<file path="src/rtl/cv_frame_gen_if.sv">
// Control and encoder-input bundle of the convolutional-encoder frame source.
// The master side is the generator; the slave side is the controller/encoder.
interface cv_frame_gen_if;
    logic        start;
    logic        abort;
    logic [6:0]  seed_in;
    logic        enc_in_valid;
    logic        enc_bit_in;
    logic        is_payload;
    logic [15:0] bit_idx;
    logic        busy;
    logic        done;
    logic [15:0] frame_cnt;

    modport master (
        input  start, abort, seed_in,
        output enc_in_valid, enc_bit_in, is_payload, bit_idx, busy, done, frame_cnt
    );

    modport slave (
        output start, abort, seed_in,
        input  enc_in_valid, enc_bit_in, is_payload, bit_idx, busy, done, frame_cnt
    );
endinterface

</file>
<file path="src/rtl/cv_frame_gen.sv">
// Frame source for the rate-1/2 (7,5) encoder: PRBS7 payload, zero tail and
// zero flush bits, optional idle gap after each bit. All outputs registered.
module cv_frame_gen #(
    parameter int unsigned PAY_LEN   = 10,
    parameter int unsigned TAIL_LEN  = 2,
    parameter int unsigned FLUSH_LEN = 12,
    parameter int unsigned GAP       = 0,
    parameter logic [6:0]  DEF_SEED  = 7'h01
) (
    input  logic            clk,
    input  logic            enc_rst_n,
    cv_frame_gen_if.master  bus
);

    localparam logic [15:0] PAY_LEN16 = 16'(PAY_LEN);
    localparam logic [15:0] LAST_IDX  = 16'(PAY_LEN + TAIL_LEN + FLUSH_LEN - 1);
    localparam logic [7:0]  GAP_M1    = (GAP == 0) ? 8'd0 : 8'(GAP - 1);

    typedef enum logic [2:0] {S_IDLE, S_PAY, S_ZERO, S_GAP, S_DONE} state_t;

    state_t      state_q, state_d;
    logic [6:0]  lfsr_q, lfsr_d;
    logic [7:0]  gap_cnt_q, gap_cnt_d;
    logic [15:0] bit_idx_q, bit_idx_d;
    logic [15:0] frame_cnt_q, frame_cnt_d;
    logic        valid_q, valid_d;
    logic        bit_q, bit_d;
    logic        pay_q, pay_d;
    logic        busy_q, busy_d;
    logic        done_q, done_d;

    logic        emit;
    logic        finish;
    logic [15:0] emit_idx;
    logic [6:0]  emit_lfsr;

    // NOTE: every signal written here gets a default first so no path leaves it unassigned (no latches).
    always_comb begin
        state_d     = state_q;
        lfsr_d      = lfsr_q;
        gap_cnt_d   = gap_cnt_q;
        bit_idx_d   = bit_idx_q;
        frame_cnt_d = frame_cnt_q;
        valid_d     = 1'b0;
        bit_d       = 1'b0;
        pay_d       = 1'b0;
        busy_d      = 1'b0;
        done_d      = 1'b0;
        emit        = 1'b0;
        finish      = 1'b0;
        emit_idx    = bit_idx_q + 16'd1;
        emit_lfsr   = lfsr_q;

        case (state_q)
            S_IDLE: begin
                if (bus.start && !bus.abort) begin
                    emit      = 1'b1;
                    emit_idx  = 16'd0;
                    emit_lfsr = (bus.seed_in == 7'd0) ? DEF_SEED : bus.seed_in;
                end
            end
            S_PAY, S_ZERO: begin
                if (bus.abort) begin
                    state_d   = S_IDLE;
                    gap_cnt_d = 8'd0;
                end else if (GAP != 0) begin
                    state_d   = S_GAP;
                    gap_cnt_d = GAP_M1;
                    busy_d    = 1'b1;
                end else if (bit_idx_q == LAST_IDX) begin
                    finish = 1'b1;
                end else begin
                    emit = 1'b1;
                end
            end
            S_GAP: begin
                if (bus.abort) begin
                    state_d   = S_IDLE;
                    gap_cnt_d = 8'd0;
                end else if (gap_cnt_q != 8'd0) begin
                    gap_cnt_d = gap_cnt_q - 8'd1;
                    busy_d    = 1'b1;
                end else if (bit_idx_q == LAST_IDX) begin
                    finish = 1'b1;
                end else begin
                    emit = 1'b1;
                end
            end
            S_DONE: begin
                state_d = S_IDLE;
            end
            default: begin
                state_d = S_IDLE;
            end
        endcase

        // Load the next bit; the section is chosen from its index in the frame.
        if (emit) begin
            valid_d   = 1'b1;
            busy_d    = 1'b1;
            bit_idx_d = emit_idx;
            if (emit_idx < PAY_LEN16) begin
                state_d = S_PAY;
                pay_d   = 1'b1;
                bit_d   = emit_lfsr[6];
                lfsr_d  = {emit_lfsr[5:0], emit_lfsr[6] ^ emit_lfsr[5]};
            end else begin
                state_d = S_ZERO;
            end
        end

        if (finish) begin
            state_d     = S_DONE;
            done_d      = 1'b1;
            frame_cnt_d = frame_cnt_q + 16'd1;
        end
    end

    // NOTE: sequential state uses non-blocking assignments so all flops update from pre-edge values.
    always_ff @(posedge clk or negedge enc_rst_n) begin
        if (!enc_rst_n) begin
            state_q     <= S_IDLE;
            lfsr_q      <= DEF_SEED;
            gap_cnt_q   <= 8'd0;
            bit_idx_q   <= 16'd0;
            frame_cnt_q <= 16'd0;
            valid_q     <= 1'b0;
            bit_q       <= 1'b0;
            pay_q       <= 1'b0;
            busy_q      <= 1'b0;
            done_q      <= 1'b0;
        end else begin
            state_q     <= state_d;
            lfsr_q      <= lfsr_d;
            gap_cnt_q   <= gap_cnt_d;
            bit_idx_q   <= bit_idx_d;
            frame_cnt_q <= frame_cnt_d;
            valid_q     <= valid_d;
            bit_q       <= bit_d;
            pay_q       <= pay_d;
            busy_q      <= busy_d;
            done_q      <= done_d;
        end
    end

    assign bus.enc_in_valid = valid_q;
    assign bus.enc_bit_in   = bit_q;
    assign bus.is_payload   = pay_q;
    assign bus.bit_idx      = bit_idx_q;
    assign bus.busy         = busy_q;
    assign bus.done         = done_q;
    assign bus.frame_cnt    = frame_cnt_q;

endmodule

</file>
<file path="src/flat_wrapper.sv">
// flat-port wrapper written by rule: the top's interface ports become plain ports
module cv_frame_gen_flat 
#(
    parameter int unsigned PAY_LEN   = 10,
    parameter int unsigned TAIL_LEN  = 2,
    parameter int unsigned FLUSH_LEN = 12,
    parameter int unsigned GAP       = 0,
    parameter logic [6:0]  DEF_SEED  = 7'h01
)
  (clk, enc_rst_n, bus_start, bus_abort, bus_seed_in, bus_enc_in_valid, bus_enc_bit_in, bus_is_payload, bus_bit_idx, bus_busy, bus_done, bus_frame_cnt);
  cv_frame_gen_if bus_i ();
  input  logic clk;
  input  logic enc_rst_n;
  input wire logic [$bits(bus_i.start)-1:0] bus_start;
  input wire logic [$bits(bus_i.abort)-1:0] bus_abort;
  input wire logic [$bits(bus_i.seed_in)-1:0] bus_seed_in;
  output wire logic [$bits(bus_i.enc_in_valid)-1:0] bus_enc_in_valid;
  output wire logic [$bits(bus_i.enc_bit_in)-1:0] bus_enc_bit_in;
  output wire logic [$bits(bus_i.is_payload)-1:0] bus_is_payload;
  output wire logic [$bits(bus_i.bit_idx)-1:0] bus_bit_idx;
  output wire logic [$bits(bus_i.busy)-1:0] bus_busy;
  output wire logic [$bits(bus_i.done)-1:0] bus_done;
  output wire logic [$bits(bus_i.frame_cnt)-1:0] bus_frame_cnt;
  assign bus_i.start = bus_start;
  assign bus_i.abort = bus_abort;
  assign bus_i.seed_in = bus_seed_in;
  assign bus_enc_in_valid = bus_i.enc_in_valid;
  assign bus_enc_bit_in = bus_i.enc_bit_in;
  assign bus_is_payload = bus_i.is_payload;
  assign bus_bit_idx = bus_i.bit_idx;
  assign bus_busy = bus_i.busy;
  assign bus_done = bus_i.done;
  assign bus_frame_cnt = bus_i.frame_cnt;
  cv_frame_gen #(.PAY_LEN(PAY_LEN), .TAIL_LEN(TAIL_LEN), .FLUSH_LEN(FLUSH_LEN), .GAP(GAP), .DEF_SEED(DEF_SEED)) u_core (.clk(clk), .enc_rst_n(enc_rst_n), .bus(bus_i));
endmodule
</file>
<file path="config.mk">
export PLATFORM = sky130hd
export DESIGN_NAME = cv_frame_gen_flat
export DESIGN_NICKNAME = d
export VERILOG_FILES = /design/src/rtl/cv_frame_gen_if.sv /design/src/rtl/cv_frame_gen.sv /design/src/flat_wrapper.sv
export SDC_FILE = /design/constraint.sdc
export NUM_CORES = 1
export LEC_CHECK = 0
export BUFFER_PORTS_ARGS = -buffer_cell sky130_fd_sc_hd__buf_2
export CAP_MARGIN = 20
export CELL_PAD_IN_SITES_DETAIL_PLACEMENT = 0
export CELL_PAD_IN_SITES_GLOBAL_PLACEMENT = 1
export CORE_MARGIN = 10
export CORE_UTILIZATION = 47
export DETAILED_ROUTE_END_ITERATION = 7
export GPL_TIMING_DRIVEN = 0
export HOLD_SLACK_MARGIN = 0.08
export PLACE_DENSITY = 0.93
export SYNTH_ARGS = -nofsm -noshare
export SYNTH_HDL_FRONTEND = slang
export SYNTH_SLANG_ARGS = --single-unit
</file>
<file path="constraint.sdc">
create_clock -name clk -period 4.1 [get_ports clk]
set_input_delay 0.615 -clock clk [delete_from_list [all_inputs] [get_ports clk]]
set_output_delay 0.615 -clock clk [all_outputs]
set_load 0.01 [all_outputs]
</file>
==> results of run 1 <==
-- flip-flops by register name (all words and copies together), names as in the netlist, 3 cells and up --
| name | flops |
|---|---|
| u_core.lfsr_q | 7 |
| u_core.state_q | 3 |
| u_core.bus.bit_idx | 16 |
| u_core.bus.frame_cnt | 16 |
| u_core.gap_cnt_q | 8 |
-- path summary, 6_finish.rpt --
check,to,start,cells after the start
worst max-delay path,u_core.lfsr_q[3]$_DFFE_PN0P_,u_core.bus.bit_idx[0]$_DFFE_PN0P_,9
worst min-delay path,u_core.state_q[2]$_DFFE_PN0P_,enc_rst_n,1
worst max register to register,u_core.lfsr_q[3]$_DFFE_PN0P_,u_core.bus.bit_idx[0]$_DFFE_PN0P_,9
worst min register to register,u_core.bus.frame_cnt[15]$_DFFE_PN0P_,u_core.bus.frame_cnt[15]$_DFFE_PN0P_,1
max in group asynchronous,u_core.lfsr_q[0]$_DFFE_PN1P_,enc_rst_n,2
min in group clk,u_core.bus.frame_cnt[15]$_DFFE_PN0P_,u_core.bus.frame_cnt[15]$_DFFE_PN0P_,1
-- critical path, stage by stage (launching register included) --
cell	delay [ns]
dfrtp_1	0.45
ha_1	0.19
buf_4	0.16
nand2_1	0.18
nor3_2	0.33
xnor2_1	0.13
nor3_2	0.25
nand3_2	0.14
a21oi_4	0.39
mux2_4	0.34
-- synth_stat cells, types with 3 or more instances --
master,n,area (sq um)
nor4b_1,3,26.3
and3_1,4,25.0
nor2_1,35,131
nor4_1,11,68.8
o21ai_0,13,65.1
buf_2,6,30.0
nand4_1,10,62.6
xnor2_1,26,228
inv_1,9,33.8
clkbuf_1,3,11.3
ha_1,4,50.1
mux2_4,7,105
nor3_2,3,30.0
xor2_1,13,114
nor3_1,6,30.0
a21oi_1,5,25.0
mux2i_1,4,40.0
nand3_1,11,55.1
dfrtp_1,54,1350
nand2_1,46,173
-- cell families after synthesis --
family | synth area share
mux | 0.0571
flops | 0.469
buf+inv | 0.0281
xor+xnor | 0.116
simple gates | 0.250
compound gates | 0.0626
fa+ha+maj | 0.0170
-- routing by layer --
layer  wire length (um)  part of all wire
met2               3020              0.48
met3                275             0.044
met5                  0                 0
met4                 45            0.0072
met1               2890              0.46
-- per-stage QoR --
stage / hold slack [ns] / total power [mW]
after floorplan: 0.319 / 0.913
final: 0.233 / 1.30
after CTS: 0.238 / 1.32
after global routing: 0.253 / 1.38
after global placement: 0.457 / 0.991
after detailed placement: 0.463 / 1.00
-- layout make-up --
class / instances / area [sq um]
clock inverter: 3 / 25.0
tap: 75 / 93.8
clock buffer: 5 / 68.8
buffer: 10 / 48.8
sequential: 55 / 1380
fill: 549 / 2610
multi-input combinational: 225 / 1480
inverter: 9 / 33.8
timing repair buffer: 48 / 255
-- power by group --
group          internal [mW]  total, mW  switching [mW]
registers              0.620      0.685          0.0654
clock network          0.125      0.313           0.188
logic                  0.153      0.301           0.149
==> summary.md, run 1 <==
| Metric | Value |
|---|---|
| Largest net degree at the start of global routing | 39 |
| Asr flop ratio synth | 1.00 |
| Setup TNS | 0 ns |
| Cell Rows | 28 |
| Port Buf Inserts | 47 |
| GR Overflow Total | 0 |
| Synth Register Bits | 55 |
| Max-slew violations | 0 |
| Top Ports | 48 |
| Tcrit/Tclk final | 0.653 |
| EDFF count, synth | 0 |
| Relative slew slack | 0.621 |
| Outcome | finished clean |
| R2r setup slk | 1.42 ns |
| Post-CTS Setup Bufs | 0 |
| Static Leak | about 1.6 nW |
| Worst EP arrival | 2.88 ns |
| Leading cell types in the layout, fill and taps excluded | dfrtp_1, buf_2, nand2_1 |
| Power per standard cell area | slightly below 400 nW/um^2 |
| Post-synth cell types | 44 |
| Area delta synth->final | 15.1% |
| Placed Area | roughly 3300 sq um |
| Final hold viol count | 0 |
| Non-filler instance count after layout | 430 |
| PostCTS Resize Cnt | 0 |
| Final core area utilization | 0.564 |
| Startpoint types | register |
| Final net count | approximately 370 |
| Sequential share of the synthesized area | 0.469 |
| Total wire length | approximately 6200 um |
| Dpl hpwl | between 4000 and 5000 um |
| Syn. warnings | 0 |
| First-pass GRT wire length | about 11000 um |
| Crit-path max FO | 10 |
| Peak VDD IR | about 0.2 mV |
| Mapped Nets | 314 |
| Max-Cap Viols | 0 |
| Cells after Synth | 299 |
| Root buffer cell | clkbuf_8 |
| Drt drc | 0 |
| 1st-pass router iterations | 4 |
| Clock sink count | 55 |
| GRT Max-Usage Layer | met2 |
| Met1 GRT Util | 0.163 |
| Total CTS buffers | 5 |
| Inserted Diodes | 0 |
| Maximum clock rate | approximately 370 MHz |
| Detailed-route via count | approximately 2200 |
| DR vias/cell | around 5.2 |
| Gpl congestion | between 0.8 and 0.9 |
| Worst setup margin | between 1 and 1.5 ns |
| Synthesized area | 2940 sq um |
| Met3 usage | 0.0335 |
| Setup slack at placement | roughly 1.3 ns |
| Most common cell after layout, fill and taps aside | dfrtp_1 |
| Post-Route Skew | around 0.009 ns |
| Drt first-iter violations | 118 |
| Die area | around 9800 sq um |
| Top_reg_cell synth | dfrtp_1 |
| Initial Utilization | 0.490 |
| GRT Total Usage | 0.128 |
| Share of cells above drive strength 1 | 0.239 |
| Fin crit period | approximately 2.7 ns |
| Met2 GRT Util | 0.210 |
| Core Area | between 5000 and 6000 sq um |
| Worst-path clk slew | between 0.1 and 0.15 ns |
| Hold-fix buffers, CTS | 0 |
| Initial antenna violation count | 0 |
| Clock Tree Buf Depth | 2 |
| Critical Path RT | between 4 and 5 ns |
| Die W | 99.1 um |
| RSZ-0062 raised after global routing | false |
| Slew @ Worst Pin | roughly 0.56 ns |
| Vias in the first global route | between 2000 and 2500 |
| Latest clock arrival within the worst-skew pair | 0.32 ns |
| Avg Cell Area, Syn | roughly 9.8 sq um |
| Type of the worst setup path | register to register |
| Fin area | between 3000 and 4000 sq um |
| Die Y | roughly 99 um |
| H-tree levels | 2 |
| Antenna Nets Post-Route | 0 |
| Worst hold path class | input pin to asynchronous set/reset pin |
| # setup viols final | 0 |
| WL per Instance | 14.5 um |
| Placed Cells incl. Taps | ~420 |
| Crit. End Element | register |
| CTS tree | done |
(Power assumes the default switching activity.)
==> run 2, diff against run 1 <==
- ABC_AREA: default -> 1
- CORE_UTILIZATION: 47 -> 42
- PLACE_DENSITY: 0.93 -> 0.88
- clock period: 4.1 -> 2.7 ns (I/O delays scaled with it)
==> run 2 against run 1 <==
Compared with the run above:
- final cell count grew 33%
- sequential share of layout area shrank 3.5 points
- global-route usage grew 1.2 points
- flip-flop and latch count is the same
- count of clock-buffer cells in the layout grew 1
- via count grew 29%
- register-to-register slack lost 0.99 ns
- area after synthesis grew 8.9%
- utilization shrank 6.0 points
- routed wire length grew 24%
==> summary.md, run 2 <==
| Metric | Value |
|---|---|
| Outcome | finished clean |
| Mapped Nets | approximately 430 |
| Detailed-route via count | between 2000 and 3000 |
| Largest net degree at the start of global routing | 34 |
| Synth top area share | 0.422 |
| Setup TNS | 0 ns |
| Final net count | around 490 |
| Worst hold path class | input pin to asynchronous set/reset pin |
| Avg Cell Area, Syn | 7.64 sq um |
| PostCTS Resize Cnt | 0 |
| Latest clock arrival within the worst-skew pair | between 0.3 and 0.4 ns |
| Type of the worst setup path | register to register |
| Top_reg_cell synth | dfrtp_1 |
| Crit-path max FO | 10 |
| Clock sink count | 55 |
| Share of cells above drive strength 1 | 0.208 |
| Maximum clock rate | ~440 MHz |
| R2R cell count | 12 |
| Post-CTS Setup Bufs | 0 |
| Post-Route Skew | 0.0116 ns |
| Synth Register Bits | 55 |
| Die W | between 100 and 150 um |
| Root buffer cell | clkbuf_8 |
| Area delta synth->final | 15.5% |
| Fin area | approximately 3700 sq um |
| Total CTS buffers | 5 |
| Footprint of the multi-input gates | 1600 sq um |
| Die Y | roughly 110 um |
| Most common cell after layout, fill and taps aside | nand2_1 |
| Clock Tree Buf Depth | 2 |
| CTS tree | done |
| Leading cell types in the layout, fill and taps excluded | nand2_1, dfrtp_1, buf_2 |
| Worst Hold Margin | 0.0742 ns |
| Dpl hpwl | 5930 um |
| Tot Pwr | 2.67 mW |
| Storage element area | about 1400 sq um |
| Cells after Synth | roughly 420 |
| Relative slew slack | 0.620 |
| GR Overflow Total | 0 |
| CP peak stage delay | between 0.4 and 0.5 ns |
| Gpl congestion | approximately 0.85 |
| Most numerous cell in the Yosys netlist | nand2_1 |
| RSZ-0062 raised after global routing | false |
| Critical path depth | 12 |
| Peak VDD IR | around 0.28 mV |
| Hold-fix buffers, CTS | 0 |
| Antenna Nets Post-Route | 0 |
| # setup viols final | 0 |
| # fillers | around 740 |
| First-pass GRT wire length | roughly 13000 um |
| Total wire length | between 7000 and 8000 um |
| Startpoint types | register |
| GRT Total Usage | 0.140 |
| Worst-path clk slew | ~0.10 ns |
| 1st-pass router iterations | 5 |
| Top Ports | between 40 and 50 |
| Vias in the first global route | around 2900 |
| Critical path, cell by cell | ha_1 -> nand3_2 -> nor2_2 -> nand2_1 -> nand3_1 -> nand2_1 -> nor2_1 -> nand2_2 -> nor2_8 -> nand3_4 -> nand2_1 -> nand2_1 |
| Commonest cells in the netlist | nand2_1, dfrtp_1, inv_1, nor2_1, nand3_1 |
| Crit path buf inv count | 0 |
| Drt drc | 0 |
| Tcrit/Tclk final | 0.839 |
| Sequential share of the synthesized area | 0.430 |
| Post-synth cell types | 29 |
| Core Area | roughly 7300 sq um |
| Top cell family by delay on the critical path | simple AND/OR/NAND/NOR gates |
| Syn. warnings | 0 |
| CP max stage cell | dfrtp_1 |
| Final hold viol count | 0 |
| Worst setup margin | 0.434 ns |
| Top post-synthesis cells by area | dfrtp_1, nand2_1, inv_1 |
| DR vias/cell | between 5 and 6 |
| EDFF count, synth | 0 |
| Die area | 11500 sq um |
| Placed Area | around 3600 sq um |
| Cell Rows | 31 |
| Initial antenna violation count | 0 |
| Max-slew violations | 0 |
| Drt first-iter violations | about 110 |
| Crit. End Element | register |
| Inserted Diodes | 0 |
| Asr flop ratio synth | 1.00 |
| Initial Utilization | 0.437 |
| Yosys top cell by area | dfrtp_1 |
| Static Leak | between 1.5 and 2 nW |
| Critical Path Most Common Cell | nand2_1 |
| H-tree levels | 2 |
| Worst EP arrival | 2.47 ns |
| Setup slack at placement | 0.470 ns |
| Port Buf Inserts | 47 |
| Max-Cap Viols | 0 |
| Critical Path RT | around 2.9 ns |
| Synthesized area | 3200 sq um |
| Fin crit period | 2.27 ns |
| Slew @ Worst Pin | between 0.5 and 0.6 ns |
| WL per Instance | ~14 um |
| Power per standard cell area | between 700 and 800 nW/um^2 |
run 2: changes by cell type in the layout (fill, tap and decap cells not counted), sizes merged, moves of 3 or more:
cell,delta
nor4,-9
nand3,+24
a21oi,+3
nand2,+80
nand4,+14
o21ai,+16
inv,+41
nor4b,-3
nor2,+10
xnor2,-21
mux2i,-4
and3,-4
mux2,-9
run 2: final timing paths:
check                                                  start                                end  slack [ns]
hold reg to reg                 u_core.lfsr_q[0]$_DFFE_PN1P_       u_core.lfsr_q[0]$_DFFE_PN1P_        0.48
min in group clk                              bus_seed_in[1]       u_core.lfsr_q[2]$_DFFE_PN0P_        0.46
setup / recovery           u_core.bus.bit_idx[0]$_DFFE_PN0P_       u_core.lfsr_q[5]$_DFFE_PN0P_        0.43
setup reg to reg           u_core.bus.bit_idx[0]$_DFFE_PN0P_       u_core.lfsr_q[5]$_DFFE_PN0P_        0.43
hold / removal                                     enc_rst_n  u_core.bus.bit_idx[4]$_DFFE_PN0P_        0.07
max in group asynchronous                          enc_rst_n      u_core.state_q[0]$_DFFE_PN0P_        2.03
run 2: final cells by class:
type | count | share of cell area
Inverter | 52 | 0.0528
Timing Repair Buffer | 48 | 0.0690
Tap cell | 99 | 0.0335
Clock buffer | 6 | 0.0223
Multi-Input combinational cell | 306 | 0.431
Buffer | 6 | 0.00880
Clock inverter | 2 | 0.00948
Sequential cell | 55 | 0.373
run 2: cells by family (layout without fill, tap and decap cells):
| family | after synthesis | after routing | share of synthesized area |
|---|---|---|---|
| buffers and inverters | 58 | 114 | 0.0711 |
| adders and majority gates | 4 | 4 | 0.0156 |
| and+or+nand+nor | 245 | 245 | 0.369 |
| DFF | 55 | 55 | 0.430 |
| AOI/OAI and AO/OA | 39 | 39 | 0.0645 |
| xor gates and xnor gates | 18 | 18 | 0.0493 |
run 2: stage by stage:
step,util,instances
floorplan,-,419
global placement,0.486,565
detailed placement,0.488,566
CTS,0.504,574
global route,0.504,574
finish,0.504,574
run 2: where the power goes:
part,switching [mW],internal [mW],leakage [nW]
clock network,0.266,0.301,0.0612
registers,0.117,0.982,0.708
logic,0.673,0.335,1.18
total,1.06,1.62,1.95
run 2: layer usage:
metal  GRT usage  vias to the layer above  routed length (um)
li1            -                     1468                   -
met1       0.174                     1355                3460
met2       0.234                       58                3770
met3      0.0401                        4                 467
met4      0.0338                        0                  55
met5           0                        -                   0
